--- src/rtl/sw_debounce.sv ---
`default_nettype none
// ============================================================================
// Module      : sw_debounce
// Description : Two-flop synchroniser, shared sample-tick prescaler and
//               independent per-bit debounce counters for raw board switches.
//               Emits a clean level vector plus one-cycle rise/fall masks and
//               an any-change strobe, all aligned with the sw_db update.
//               Optional feature macro SW_DB_TOGGLE_EN adds sw_tog, a per-bit
//               latch that inverts on every debounced rising edge.
// Revision    : 1.0 - initial release
// ============================================================================
module sw_debounce #(
    parameter int WIDTH        = 16,
    parameter int TICK_DIV     = 50000,
    parameter int STABLE_TICKS = 8
) (
    input  logic             clk,
    input  logic             reset,
    input  logic [WIDTH-1:0] sw,
    output logic [WIDTH-1:0] sw_db,
    output logic [WIDTH-1:0] sw_rise,
    output logic [WIDTH-1:0] sw_fall,
    output logic             sw_chg,
    output logic             tick
`ifdef SW_DB_TOGGLE_EN
    ,
    output logic [WIDTH-1:0] sw_tog
`endif
);

    // A one-cycle prescaler still needs a 1-bit register to keep widths legal.
    localparam int c_PRE_W = (TICK_DIV > 1) ? $clog2(TICK_DIV) : 1;
    localparam int c_CNT_W = $clog2(STABLE_TICKS + 1);

    localparam logic [c_PRE_W-1:0] c_PRE_LAST = c_PRE_W'(TICK_DIV - 1);
    localparam logic [c_PRE_W-1:0] c_PRE_ONE  = c_PRE_W'(1);
    localparam logic [c_CNT_W-1:0] c_CNT_LAST = c_CNT_W'(STABLE_TICKS - 1);
    localparam logic [c_CNT_W-1:0] c_CNT_ONE  = c_CNT_W'(1);

    logic [WIDTH-1:0]   r_s1;
    logic [WIDTH-1:0]   r_s2;
    logic [c_PRE_W-1:0] r_pre;
    logic [WIDTH-1:0]   w_commit;

    // Two-stage synchroniser; every decision downstream looks only at r_s2.
    always_ff @(posedge clk) begin
        if (reset) begin
            r_s1 <= '0;
            r_s2 <= '0;
        end else begin
            r_s1 <= sw;
            r_s2 <= r_s1;
        end
    end

    // Free-running prescaler; tick is registered so it lands one cycle after
    // the terminal count and is shared by every bit.
    always_ff @(posedge clk) begin
        if (reset) begin
            r_pre <= '0;
            tick  <= 1'b0;
        end else begin
            tick <= (r_pre == c_PRE_LAST);
            if (r_pre == c_PRE_LAST) begin
                r_pre <= '0;
            end else begin
                r_pre <= r_pre + c_PRE_ONE;
            end
        end
    end

    generate
        for (genvar i = 0; i < WIDTH; i++) begin : g_bit
            logic [c_CNT_W-1:0] r_cnt;

            // The last qualifying tick of a disagreement run accepts the level.
            assign w_commit[i] = (r_s2[i] != sw_db[i]) && tick && (r_cnt == c_CNT_LAST);

            // Count disagreeing ticks; any cycle of agreement aborts the run,
            // and a commit returns the counter to zero so it never overflows.
            always_ff @(posedge clk) begin
                if (reset) begin
                    r_cnt <= '0;
                end else if (r_s2[i] == sw_db[i]) begin
                    r_cnt <= '0;
                end else if (tick) begin
                    if (r_cnt == c_CNT_LAST) begin
                        r_cnt <= '0;
                    end else begin
                        r_cnt <= r_cnt + c_CNT_ONE;
                    end
                end
            end
        end
    endgenerate

    // Level update and edge masks share one edge so pulses coincide with the new level.
    always_ff @(posedge clk) begin
        if (reset) begin
            sw_db   <= '0;
            sw_rise <= '0;
            sw_fall <= '0;
            sw_chg  <= 1'b0;
        end else begin
            sw_db   <= sw_db ^ w_commit;
            sw_rise <= w_commit & r_s2;
            sw_fall <= w_commit & ~r_s2;
            sw_chg  <= |w_commit;
        end
    end

`ifdef SW_DB_TOGGLE_EN
    // Latched on/off per bit, flipped by the registered rise pulse, so the new
    // value appears the cycle after sw_rise.
    always_ff @(posedge clk) begin
        if (reset) begin
            sw_tog <= '0;
        end else begin
            sw_tog <= sw_tog ^ sw_rise;
        end
    end
`endif

endmodule
`default_nettype wire

--- config.mk ---
export PLATFORM = sky130hd
export DESIGN_NAME = sw_debounce
export DESIGN_NICKNAME = d
export VERILOG_FILES = /design/src/rtl/sw_debounce.sv
export SDC_FILE = /design/constraint.sdc
export NUM_CORES = 1
export LEC_CHECK = 0
export BUFFER_PORTS_ARGS = -buffer_cell sky130_fd_sc_hd__buf_2
export CAP_MARGIN = 40
export CORE_MARGIN = 1
export CORE_UTILIZATION = 35
export DETAILED_ROUTE_END_ITERATION = 10
export GPL_TIMING_DRIVEN = 0
export RECOVER_POWER = 100
export SYNTH_ARGS = -nofsm -noshare
export SYNTH_HDL_FRONTEND = slang
export SYNTH_SLANG_ARGS = --single-unit
--- constraint.sdc ---
create_clock -name clk -period 3.61 [get_ports clk]
set_input_delay 0.5415 -clock clk [delete_from_list [all_inputs] [get_ports clk]]
set_output_delay 0.5415 -clock clk [all_outputs]
set_load 0.01 [all_outputs]
==> results.py <==
metrics = {
    "outcome": {
        "status": "complete, no violations",
    },
    "timing": {
        "setup_viol": 0,
        "fmax_ghz": 0.404,
        "finalHoldViolations": 0,
        "setup_tns_ns": 0,
        "relSlewSlack_pct": 38.5,
        "fin_crit_sh_pct": 68.6,
        "worst_pin_slew_ns": 0.923,
        "post-route-min-period_ns": 2.48,
        "rsz0062_at_grt": "no",
        "holdWs_ns": 0.324,
        "fin_skew_ns": 0.00915,
        "maxSlewViolCount": 0,
    },
    "finish": {
        "nNetsFinal": 721,
        "final_common_cell": "dfxtp_1",
        "num-fill-cells": 1727,
        "finalNonFillerCells": 924,
        "n_antenna_cell": 0,
        "final-seq-area_um2": 3240,
        "areaGrowthSynthToFinish_pct": 17.7,
        "drive_gt1_share_pct": 8.30,
        "multi_input_area_um2": 2800,
        "most-common-layout-cells": "162 x dfxtp_1, 83 x nor2_1, 73 x clkbuf_1",
    },
    "power": {
        "power_switching_mw": 0.822,
        "internal-power_mw": 2.88,
        "netSwitchingFraction_pct": 22.2,
        "power_frac_comb_pct": 2.3,
        "cellLeakagePower_nw": 2.51,
        "pwr-share-clk_pct": 48.5,
        "power_frac_seq_pct": 49.2,
        "power_density_nw_per_um2": 507,
        "peakVddDrop_uv": 328,
    },
    "floorplan": {
        "die_x_um": 135,
        "core_area_um2": 17300,
        "dieArea_um2": 18200,
        "start_util_pct": 35.8,
        "die_h_um": 135,
        "boundaryPins": 68,
        "rows": 48,
    },
    "placed_design": {
        "numPortBuffers": 66,
        "place_congestion": 0.807,
        "dp_hpwl_um": 10400,
        "placedCellCount": 892,
    },
    "drt": {
        "dr.pass1.iters": 4,
        "drc": 0,
        "wire_per_inst_um": 15.9,
        "ant_nets": 0,
        "wl_um": 14700,
        "dr_total_vias": 4597,
        "via_per_inst": 4.98,
        "drt_iter0_markers": 169,
    },
    "grt": {
        "grtUsageTotal_pct": 17.1,
        "grt_max_degree": 17,
        "grt-ovfl-total": 0,
        "met2_usage_pct": 28.2,
        "grt_pass1_wl_um": 23700,
        "use_met3_pct": 4.69,
        "grt_pass1_vias": 4633,
        "grt.busiest_layer": "met2",
        "antenna_found_initial": 0,
        "grt.met1_usage_pct": 21.1,
    },
    "clocking": {
        "cts_sinks": 162,
        "root_buffer": "clkbuf_16",
        "ctsLongestPathBuffers": 2,
        "cts_buffers": 17,
        "clk_latency_ns": 0.43,
        "htreeDepth": 4,
        "hold_buffers": 0,
        "cts_setup_buffers": 0,
        "path_clk_slew_ns": 0.07,
        "cts_resized": 0,
        "cts_tree": "built",
    },
    "worst_setup_path": {
        "cp_max_fo": 10,
        "cp_data_required_time_ns": 3.95,
        "critical_path_class": "reg -> reg",
        "worst_ep_arrival_time_ns": 2.82,
        "critPathLaunchType": "flop",
        "worstSetupEndpointType": "flop",
    },
    "yosys": {
        "avgSynthCellArea_um2": 10.3,
        "syn_area_um2": 6200,
        "synth_fp_nets": 636,
        "synth_seq_cells": 162,
        "synth_cell_types": 30,
        "synthCells": 601,
        "ys_seq_area_share_pct": 52.3,
        "yosys_warnings": 0,
    },
    "hold_path": {
        "hold_class": "in -> reg",
    },
    "job": {
        "maxCapViolCount": 0,
    },
}
## path summary, 6_finish.rpt
kind,from,to,slack (ns),cells past startpoint
worst max-delay path,tick,sw_chg,1.13,6
worst min-delay path,sw[3],r_s1[3],0.32,2
worst max register to register,tick,sw_chg,1.13,6
worst min register to register,r_s1[1],r_s2[1],0.44,1
## final cells by class
cell class,count,area share [%]
clock inverter,14,2.09
timing repair buffer,66,3.67
buffer,24,1.23
multi-input combinational,409,38.4
clock buffer,18,6.02
sequential,162,44.5
tap,225,3.86
inverter,6,0.309
## logic make-up after synthesis
group                    share of synthesized area [%]
AO/OA/AOI/OAI                                     1.25
XOR/XNOR                                          10.5
adder cells (fa/ha/maj)                           3.43
buffers and inverters                             2.36
flip-flops                                        52.3
multiplexers                                      5.49
AND/OR/NAND/NOR                                   24.7
## worst max-delay path: stages, from the launching register on
cell	delay, ns
dfxtp_1	0.34
clkbuf_1	0.44
clkbuf_1	0.60
nand4b_1	0.45
o22ai_1	0.23
nor4_1	0.10
a21oi_1	0.21
## state kept, by name, indices dropped and copies added (netlist names)
name and flops:
g_bit.r_cnt 64, r_pre 16, r_s1 16, r_s2 16
sw_db 16, sw_fall 16, sw_rise 16, sw_chg 1
tick 1
## synth_stat cells
master | n | share of area (%)
dfxtp_1 | 162 | 52
nor2_1 | 83 | 5.0
xnor2_1 | 42 | 5.9
nand2_1 | 36 | 2.2
mux2i_1 | 34 | 5.5
nor3_1 | 33 | 2.7
nor2b_1 | 32 | 3.2
xor2_1 | 32 | 4.5
nor4b_1 | 30 | 4.2
ha_1 | 17 | 3.4
nand4_1 | 17 | 1.7
nand4b_1 | 17 | 2.4
clkbuf_1 | 12 | 0.73
o22ai_1 | 8 | 0.81
buf_2 | 6 | 0.48
inv_1 | 6 | 0.36
nor4_2 | 5 | 1.0
nand3_1 | 4 | 0.32
a21oi_1 | 3 | 0.24
buf_4 | 3 | 0.36
nand4_2 | 3 | 0.61
or3_1 | 3 | 0.30
a31oi_1 | 2 | 0.20
buf_6 | 2 | 0.36
nor4_1 | 2 | 0.20
nor4bb_1 | 2 | 0.32
or2_2 | 2 | 0.20
buf_1 | 1 | 0.061
nand2b_2 | 1 | 0.14
nor2_2 | 1 | 0.10
## power by group through the flow
stage | Sequential [mW] | Combinational (mW) | Clock, mW
3_5_place_dp | 1.86 | 0.0889 | 0
2_1_floorplan | 1.86 | 0.0540 | 0
3_3_place_gp | 1.86 | 0.0882 | 0
5_1_grt | 1.82 | 0.0957 | 1.92
6_report | 1.82 | 0.0858 | 1.80
4_1_cts | 1.82 | 0.0893 | 1.83
## metrics by stage
stage	cell area (µm²)	util, %	power [mW]	worst slack, ns
floorplan	6200	-	1.91	2.16
global placement	6810	39.4	1.95	1.49
detailed placement	6810	39.4	1.95	1.46
CTS	7400	42.8	3.74	1.79
global route	7300	42.2	3.84	0.894
finish	7300	42.2	3.70	1.13
## metal layers
metal  vias to the layer above  routed length (µm)  share of wire, %
met2                        90                7130                49
met5                         -                   0                 0
met4                         0                 221               1.5
met1                      2240                6580                45
li1                       2248                   -                 -
met3                        19                 741               5.0
Power figures use the tool's default switching activity.
